$ cat config.mk
export PLATFORM = sky130hd
export DESIGN_NAME = mux_truth_table_sweeper
export DESIGN_NICKNAME = d
export VERILOG_FILES = /design/src/rtl/mux_sweep_pkg.sv /design/src/rtl/mux_sweep_timer.sv /design/src/rtl/mux_truth_table_sweeper.sv
export SDC_FILE = /design/constraint.sdc
export NUM_CORES = 1
export LEC_CHECK = 0
export CAP_MARGIN = 30
export CELL_PAD_IN_SITES_DETAIL_PLACEMENT = 1
export CELL_PAD_IN_SITES_GLOBAL_PLACEMENT = 2
export CORE_UTILIZATION = 25
export CTS_BUF_LIST = sky130_fd_sc_hd__clkbuf_2 sky130_fd_sc_hd__clkbuf_4 sky130_fd_sc_hd__clkbuf_8
export DETAILED_ROUTE_END_ITERATION = 12
export PLACE_DENSITY = 0.67
export SETUP_SLACK_MARGIN = 0.3
export SYNTH_ARGS = -nofsm -noshare
export SYNTH_HDL_FRONTEND = slang
export SYNTH_SLANG_ARGS = --single-unit
$ cat constraint.sdc
create_clock -name clk -period 2.75 [get_ports clk]
set_clock_uncertainty 0.1 [all_clocks]
set_input_delay 0.275 -clock clk [delete_from_list [all_inputs] [get_ports clk]]
set_output_delay 0.275 -clock clk [all_outputs]
set_load 0.05 [all_outputs]
$ cat src/rtl/mux_sweep_pkg.sv
// mux_sweep_pkg: shared state encodings, sizes and golden table for the mux truth-table sweeper
package mux_sweep_pkg;
    typedef enum logic [1:0] {
        ST_IDLE    = 2'd0,
        ST_SETTLE  = 2'd1,
        ST_CAPTURE = 2'd2,
        ST_DONE    = 2'd3
    } state_t;
    localparam int IDX_W = 4;
    localparam int NUM_VEC = 16;
    localparam logic [NUM_VEC-1:0] MUX_FN_GOLDEN = 16'hE3BB;
    function automatic logic [IDX_W-1:0] lowest_diff(input logic [NUM_VEC-1:0] a, input logic [NUM_VEC-1:0] b);
        logic [IDX_W-1:0] res;
        res = '0;
        for (int i = NUM_VEC - 1; i >= 0; i--)
            if (a[i] != b[i]) res = IDX_W'(i);
        return res;
    endfunction
endpackage

$ cat src/rtl/mux_sweep_timer.sv
// mux_sweep_timer: 8-bit loadable down-counter with zero flag
// Ports: clk, rst (async active-high), load/load_val (reload), dec (count down), zero (count is 0)
module mux_sweep_timer (
    input  logic       clk,
    input  logic       rst,
    input  logic       load,
    input  logic [7:0] load_val,
    input  logic       dec,
    output logic       zero
);
    logic [7:0] r_cnt;
    always_ff @(posedge clk or posedge rst)
        if (rst) r_cnt <= '0;
        else if (load) r_cnt <= load_val;
        else if (dec && !zero) r_cnt <= r_cnt - 8'd1;
    assign zero = (r_cnt == 8'd0);
endmodule

$ cat src/rtl/mux_truth_table_sweeper.sv
// mux_truth_table_sweeper: steps 16 {s0,s1,s2,d} vectors into a mux-function block and packs y into a table
// Ports: clk, rst (async active-high), start, y_in; outputs d/s0/s1/s2 (vector), busy, done, table_out
// Optional: MUX_SWEEP_COMPARE_EN adds pass/fail_idx against EXPECTED
module mux_truth_table_sweeper
    import mux_sweep_pkg::*;
#(
    parameter int unsigned SETTLE_CYCLES = 0
`ifdef MUX_SWEEP_COMPARE_EN
    , parameter logic [NUM_VEC-1:0] EXPECTED = MUX_FN_GOLDEN
`endif
) (
    input  logic               clk,
    input  logic               rst,
    input  logic               start,
    input  logic               y_in,
    output logic               d,
    output logic               s0,
    output logic               s1,
    output logic               s2,
    output logic               busy,
    output logic               done,
    output logic [NUM_VEC-1:0] table_out
`ifdef MUX_SWEEP_COMPARE_EN
    , output logic             pass,
    output logic [IDX_W-1:0]   fail_idx
`endif
);
    state_t r_state, w_next;
    logic [IDX_W-1:0] r_idx;
    logic [NUM_VEC-1:0] r_table;
    logic r_busy, r_done, w_busy_nxt, w_done_nxt;
    logic w_zero, w_accept, w_last, w_load;
    assign w_accept = start && (r_state == ST_IDLE || r_state == ST_DONE);
    assign w_last = (r_idx == IDX_W'(NUM_VEC - 1));
    assign w_load = w_accept || (r_state == ST_CAPTURE && !w_last);
    mux_sweep_timer u_timer (
        .clk      (clk),
        .rst      (rst),
        .load     (w_load),
        .load_val (8'(SETTLE_CYCLES)),
        .dec      (r_state == ST_SETTLE),
        .zero     (w_zero)
    );
    always_ff @(posedge clk or posedge rst)
        if (rst) r_state <= ST_IDLE;
        else r_state <= w_next;
    always_comb begin
        w_next = r_state;
        case (r_state)
            ST_IDLE, ST_DONE: w_next = start ? ST_SETTLE : r_state;
            ST_SETTLE:        w_next = w_zero ? ST_CAPTURE : ST_SETTLE;
            ST_CAPTURE:       w_next = w_last ? ST_DONE : ST_SETTLE;
            default:          w_next = ST_IDLE;
        endcase
    end
    always_comb begin
        w_busy_nxt = (w_next == ST_SETTLE) || (w_next == ST_CAPTURE);
        w_done_nxt = (w_next == ST_DONE);
    end
    always_ff @(posedge clk or posedge rst)
        if (rst) begin
            r_idx   <= '0;
            r_table <= '0;
            r_busy  <= 1'b0;
            r_done  <= 1'b0;
        end else begin
            r_busy <= w_busy_nxt;
            r_done <= w_done_nxt;
            if (w_accept) begin
                r_idx   <= '0;
                r_table <= '0;
            end else if (r_state == ST_CAPTURE) begin
                r_table[r_idx] <= y_in;
                if (!w_last) r_idx <= r_idx + 1'b1;
            end
        end
`ifdef MUX_SWEEP_COMPARE_EN
    logic r_pass;
    logic [IDX_W-1:0] r_fail_idx;
    logic [NUM_VEC-1:0] w_final;
    // the last bit is still in flight on the DONE-entry edge, so splice it in
    assign w_final = {y_in, r_table[NUM_VEC-2:0]};
    always_ff @(posedge clk or posedge rst)
        if (rst) begin
            r_pass     <= 1'b0;
            r_fail_idx <= '0;
        end else if (w_accept) begin
            r_pass     <= 1'b0;
            r_fail_idx <= '0;
        end else if (r_state == ST_CAPTURE && w_last) begin
            r_pass     <= (w_final == EXPECTED);
            r_fail_idx <= lowest_diff(w_final, EXPECTED);
        end
    assign pass = r_pass;
    assign fail_idx = r_fail_idx;
`endif
    assign d = r_idx[0];
    assign s0 = r_idx[3];
    assign s1 = r_idx[2];
    assign s2 = r_idx[1];
    assign busy = r_busy;
    assign done = r_done;
    assign table_out = r_table;
endmodule

==> results by group, run 1 <==
Worst setup path
  • FF-to-FF Start: u_timer.r_cnt[0]
  • Critical path class: reg2reg
  • Cells on worst reg2reg path: 6
  • Maximum fanout along the worst path: 5
  • Startpoint Class: register
  • Crit path arrival time: 2.35 ns
  • Critical Path RT: 2.83 ns
  • Crit path launch: u_timer.r_cnt[0]
  • FF-to-FF End: busy
  • Crit end category: register
  • R2R setup slack: 0.48 ns

Synthesis
  • Sequential area share after synthesis: 45.58%
  • Synth area leader: dfrtp_1
  • Synthesis-stage register bit count: 32
  • Mapped Avg Cell Area: 9.869 µm²
  • Commonest cells in the netlist: dfrtp_1, mux2i_1, nor2_1
  • Asr flop ratio synth: 100.0%
  • Number of enable flip-flop cells after synthesis: 0
  • Synth unique cells: 32
  • Top FF cell, synth: dfrtp_1
  • Synth top area cells: dfrtp_1, mux2i_1, ha_1
  • Post-Synthesis Cells: 178
  • Area share of the largest cell type after synthesis: 45.58%
  • Mapped Area: 0.001757 mm²
  • Cell with the most instances after synthesis: dfrtp_1
  • Mapped Nets: 191
  • YS warnings: 0

Power
  • Clock power frac: 17.7%
  • Psw: 0.9563 mW
  • Pint: 1.163 mW
  • Sequential group share of total power: 31.6%
  • P_leak: 1.021 nW
  • PD cells: 953.6 mW/mm²
  • Switch share: 45.13%
  • Combinational share of power: 50.8%
  • VDD IR max: 0.3027 mV

Clock network
  • Clk slew on worst S/H paths: 0.07 ns
  • H-tree depth: 2
  • Cts bufs inserted: 5
  • Setup bufs post-CTS: 0
  • CTS tree: built
  • Hold_buf cts: 0
  • Worst-skew pair later-pin latency: 0.29 ns
  • Max Buffers Root-to-Sink: 2
  • Post-CTS sizing: 0
  • CTS Sinks: 32
  • Clk root buf: clkbuf_8

Die
  • Row count: 30
  • Die area: 0.007366 mm²
  • Area of the core: 0.006794 mm²
  • Initial Utilization: 25.86%
  • Chip Height: 85.83 µm
  • # IOs: 26
  • DIE WIDTH: 85.83 µm

Final layout
  • Area grow syn2layout: 26.50%
  • Diodes inserted: 0
  • Reg area: 800.8 µm²
  • FILL cells: 803
  • Area of the multi-input gates: 873.3 µm²
  • Final Util: 32.71%
  • Post-route cell area: 0.002222 mm²
  • Share of cells above drive strength 1: 10.68%
  • Final nets: 218

GRT
  • Vias in the first global route: 1490
  • GRT Overall Usage: 13.86%
  • Initial antenna violation count: 0
  • First-pass GRT wire length: 7824 µm
  • Grt total ovfl: 0
  • Largest net degree at the start of global routing: 33

Route
  • Final wirelength: 4586 µm
  • DR WL/cell: 15.19 µm
  • DR DRC count: 0
  • DRT antenna net count: 0
  • Via density per instance: 4.775
  • Vias: 1442
  • Drt pass-1 iters: 4
  • 1st-iter DRT viols: 120

Placed design
  • RePlAce Congestion: 0.7412
  • Number of port buffers: 25
  • Hpwl dp: 3129 µm
  • Placed inst area: 0.002135 mm²

Timing
  • Final Hold Vio Count: 0
  • Worst-margin pin slew: 0.5747 ns
  • Highest Clock Rate: 439.6 MHz
  • Max-slew violation count: 0
  • Worst slew margin: 61.57%
  • Post-route minimum period: 2.275 ns
  • RSZ-0062 raised after global routing: false
  • Final Setup Violations: 0
  • Final cycle utilization of the critical path: 82.73%
  • Total negative slack: 0 ns

Hold path
  • Hold WC Path Type: in2async

Job
  • Max_cap viols: 0

Outcome
  • Status: complete, no violations
-- registers in the layout, summed over array words and instances (netlist names) --
name and cells:
table_out 16, u_timer.r_cnt 8, r_idx 4, r_state 2
busy 1, done 1
-- cell type report --
type                    count  area share, %
multi-input cells         124          39.30
flip-flops and latches     32          36.04
repair buffers             32          13.63
well taps                  96          5.405
clock buffers               5          3.097
inverters                  10          1.689
clock inverters             3         0.8446
-- routing by layer --
metal	part of all wire (%)	GRT usage [%]	wire length (µm)
met1	51	19.57	2357
met2	45	21.09	2050
met3	2.2	2.695	103
met4	1.6	5.000	74
met5	0	0	0
-- placed cells by master, fill, tap and decap left out, drive strengths merged, types with 2 or more instances in the layout --
cell type      synthesis  routed
a31oi                  2       2
nand3                  4       4
buf                    2       7
inv                    9       9
dfrtp                 32      32
a211oi                 4       4
a21oi                 11      11
mux2i                 17      17
nand4                  9       9
clkbuf                10       5
o211ai                 6       6
nand2                  8       8
nor2                  14      14
or4                    3       3
nor3                   2       2
nand4b                 8       8
clkinv                 1       4
ha                     9       9
or2                    3       3
clkdlybuf4s50          0      25
a211o                  4       4
o21ai                 11      11
-- power by group through the flow --
stage | Sequential, mW | Combinational, mW | Clock, mW
2_1_floorplan | 0.790 | 0.621 | 0
3_3_place_gp | 0.676 | 1.07 | 0
3_5_place_dp | 0.677 | 1.08 | 0
4_1_cts | 0.669 | 1.09 | 0.393
5_1_grt | 0.688 | 1.19 | 0.415
6_report | 0.669 | 1.08 | 0.375
-- cells by family after synthesis --
group	count (synthesis)	share of synthesized area, %
AO/OA/AOI/OAI	40	14.39
adder cells (fa/ha/maj)	9	6.410
buffers and inverters	22	4.701
flip-flops	32	45.58
multiplexers	17	9.686
AND/OR/NAND/NOR	58	19.23
-- critical path, cell delays in order (launching register included) --
cell	delay (ns)
dfrtp_1	0.42
inv_1	0.12
ha_1	0.16
or3b_2	0.45
o21ai_0	0.42
a31oi_1	0.19
ha_1	0.31
-- worst max path at each step --
stage | to | cells past startpoint
after floorplan | u_timer.r_cnt[1] | 6
after global placement | busy | 6
after detailed placement | busy | 6
after CTS | busy | 6
after global routing | busy | 6
final | busy | 6
-- metrics by stage --
stage | instances | power [mW] | setup slack (ns) | hold slack (ns)
2_1_floorplan | 178 | 1.412 | 0.6993 | 0.2912
5_1_grt | 302 | 2.291 | 0.3964 | 0.3366
3_5_place_dp | 294 | 1.755 | 0.5232 | 0.4169
3_3_place_gp | 294 | 1.744 | 0.5576 | 0.4130
6_report | 302 | 2.119 | 0.4750 | 0.2818
4_1_cts | 302 | 2.153 | 0.4978 | 0.3084
(Power assumes the default switching activity.)
==> run 2: changes to the inputs <==
clock period = 2.1 ns   (was 2.75 ns; I/O delays follow)
==> results by group, run 2 (synthesized netlist as in run 1, its figures left out) <==
Timing
  • Hold_ws: 0.2197 ns
  • Final cycle utilization of the critical path: 87.67%
  • Max-slew violation count: 0
  • Post-route minimum period: 1.841 ns
  • Worst-margin pin slew: 0.5719 ns
  • Highest Clock Rate: 543.2 MHz
  • Total negative slack: 0 ns
  • RSZ-0062 raised after global routing: true
  • Worst slew margin: 61.75%
  • Final Hold Vio Count: 0
  • Final Setup Violations: 0

Clock network
  • Clk slew on worst S/H paths: 0.08 ns
  • Clk root buf: clkbuf_8
  • Worst-skew pair later-pin latency: 0.29 ns
  • H-tree depth: 2
  • CTS Sinks: 32
  • Max Buffers Root-to-Sink: 2
  • CTS tree: built
  • Hold_buf cts: 0
  • Cts bufs inserted: 5

Worst setup path
  • Worst path max stage delay: 0.39 ns
  • Critical path class: reg2reg
  • Crit path arrival time: 1.91 ns
  • FF-to-FF Start: u_timer.r_cnt[1]
  • Crit path launch: u_timer.r_cnt[1]
  • Cell family with most CP delay: adder cells
  • Maximum fanout along the worst path: 3
  • Crit end category: register
  • Slowest cell on crit path: dfrtp_1
  • Bufs and invs on worst path: 1
  • Worst path cell trace: inv_2, ha_4, or3b_4, o21ai_4, a31oi_2, ha_1
  • Critical Path RT: 2.17 ns
  • Startpoint Class: register

Hold path
  • Hold WC Path Type: in2async

Power
  • VDD IR max: 0.4718 mV
  • PD cells: 1307 mW/mm²
  • Total power: 3.180 mW
  • P_leak: 1.167 nW

Final layout
  • Post-route cell area: 0.002432 mm²
  • Area grow syn2layout: 38.46%
  • Diodes inserted: 0
  • Most common cell after layout, fill and taps aside: dfrtp_1
  • Max reg flops: 16
  • Final nets: 228
  • Non-Filler Instances: 312
  • Most frequent cells in the layout: dfrtp_1, clkdlybuf4s50_1, mux2i_1
  • Share of cells above drive strength 1: 25.00%

Route
  • DR WL/cell: 15.02 µm
  • DRT antenna net count: 0
  • 1st-iter DRT viols: 60
  • DR DRC count: 0
  • Drt pass-1 iters: 4
  • Final wirelength: 4687 µm
  • Vias: 1521
  • Via density per instance: 4.875

GRT
  • First-pass GRT wire length: 7962 µm
  • Largest net degree at the start of global routing: 33
  • Vias in the first global route: 1567
  • Grt total ovfl: 0
  • GRT Overall Usage: 14.05%
  • Initial antenna violation count: 0

Die
  • DIE WIDTH: 85.83 µm
  • Initial Utilization: 25.86%
  • Area of the core: 0.006794 mm²
  • # IOs: 26
  • Die area: 0.007366 mm²
  • Row count: 30
  • Chip Height: 85.83 µm

Placed design
  • Hpwl dp: 3056 µm
  • RePlAce Congestion: 0.7310
  • Placed cells: 297
  • Number of port buffers: 25
  • Placed inst area: 0.002192 mm²

Job
  • Max_cap viols: 0

Outcome
  • Status: complete, no violations
## run 2: changes by cell type in the layout (fill, tap and decap cells not counted), moves of 3 or more
cell	change
buf_4	+8
clkdlybuf4s50_1	-7
dfrtp_1	-6
dfrtp_2	+6
dlymetal6s2s_1	+4
dlygate4sd2_1	+3
ha_1	-3
inv_1	-3
inv_2	+3
## run 2: path summary, 6_finish.rpt
path | end | slack [ns] | cells past startpoint
setup / recovery | busy | 0.26 | 6
hold / removal | table_out[14] | 0.22 | 3
setup reg to reg | busy | 0.26 | 6
hold reg to reg | table_out[6] | 0.43 | 2
max in group asynchronous | u_timer.r_cnt[3] | 1.34 | 3
min in group clk | table_out[6] | 0.43 | 2
## run 2: worst reg2reg max path, stage by stage, from the launching register on
cell and delay [ns]:
dfrtp_1 0.39, inv_2 0.10, ha_4 0.13, or3b_4 0.39, o21ai_4 0.20, a31oi_2 0.12, ha_1 0.30
## run 2: timing repair
action / CTS / global route
endpoints found under the setup margin: 9 / 11
resized for setup: 12 / 17
pin swaps: 7 / 8
buffers inserted: 4 / 3
endpoints found under the hold margin: 0 / 0
cloned: 0 / 0
## run 2: final cells by class
type	instances	area, µm²
Clock buffer	7	83.83
Tap cell	96	120.1
Multi-Input combinational cell	124	977.2
Inverter	10	37.54
Fill cell	790	4362
Clock inverter	1	5.005
Sequential cell	32	808.3
Timing Repair Buffer	42	400.4
## run 2: where the power goes
group | switching [mW] | total [mW] | internal [mW]
Combinational | 1.04 | 1.81 | 0.769
Clock | 0.238 | 0.496 | 0.259
Sequential | 0.117 | 0.874 | 0.757
## run 2: routing by layer
layer | GRT usage [%] | vias up | wire length (µm)
met5 | 0 | - | 0
li1 | - | 722 | -
met1 | 17.95 | 767 | 2199
met3 | 3.272 | 10 | 131
met4 | 6.364 | 0 | 119
met2 | 22.62 | 22 | 2236
## run 2: per-stage QoR
step	setup slack (ns)	utilization [%]
floorplan	0.2525	-
global placement	0.1831	32.27
detailed placement	0.1703	32.27
CTS	0.2817	34.44
global route	0.2001	35.80
finish	0.2590	35.80
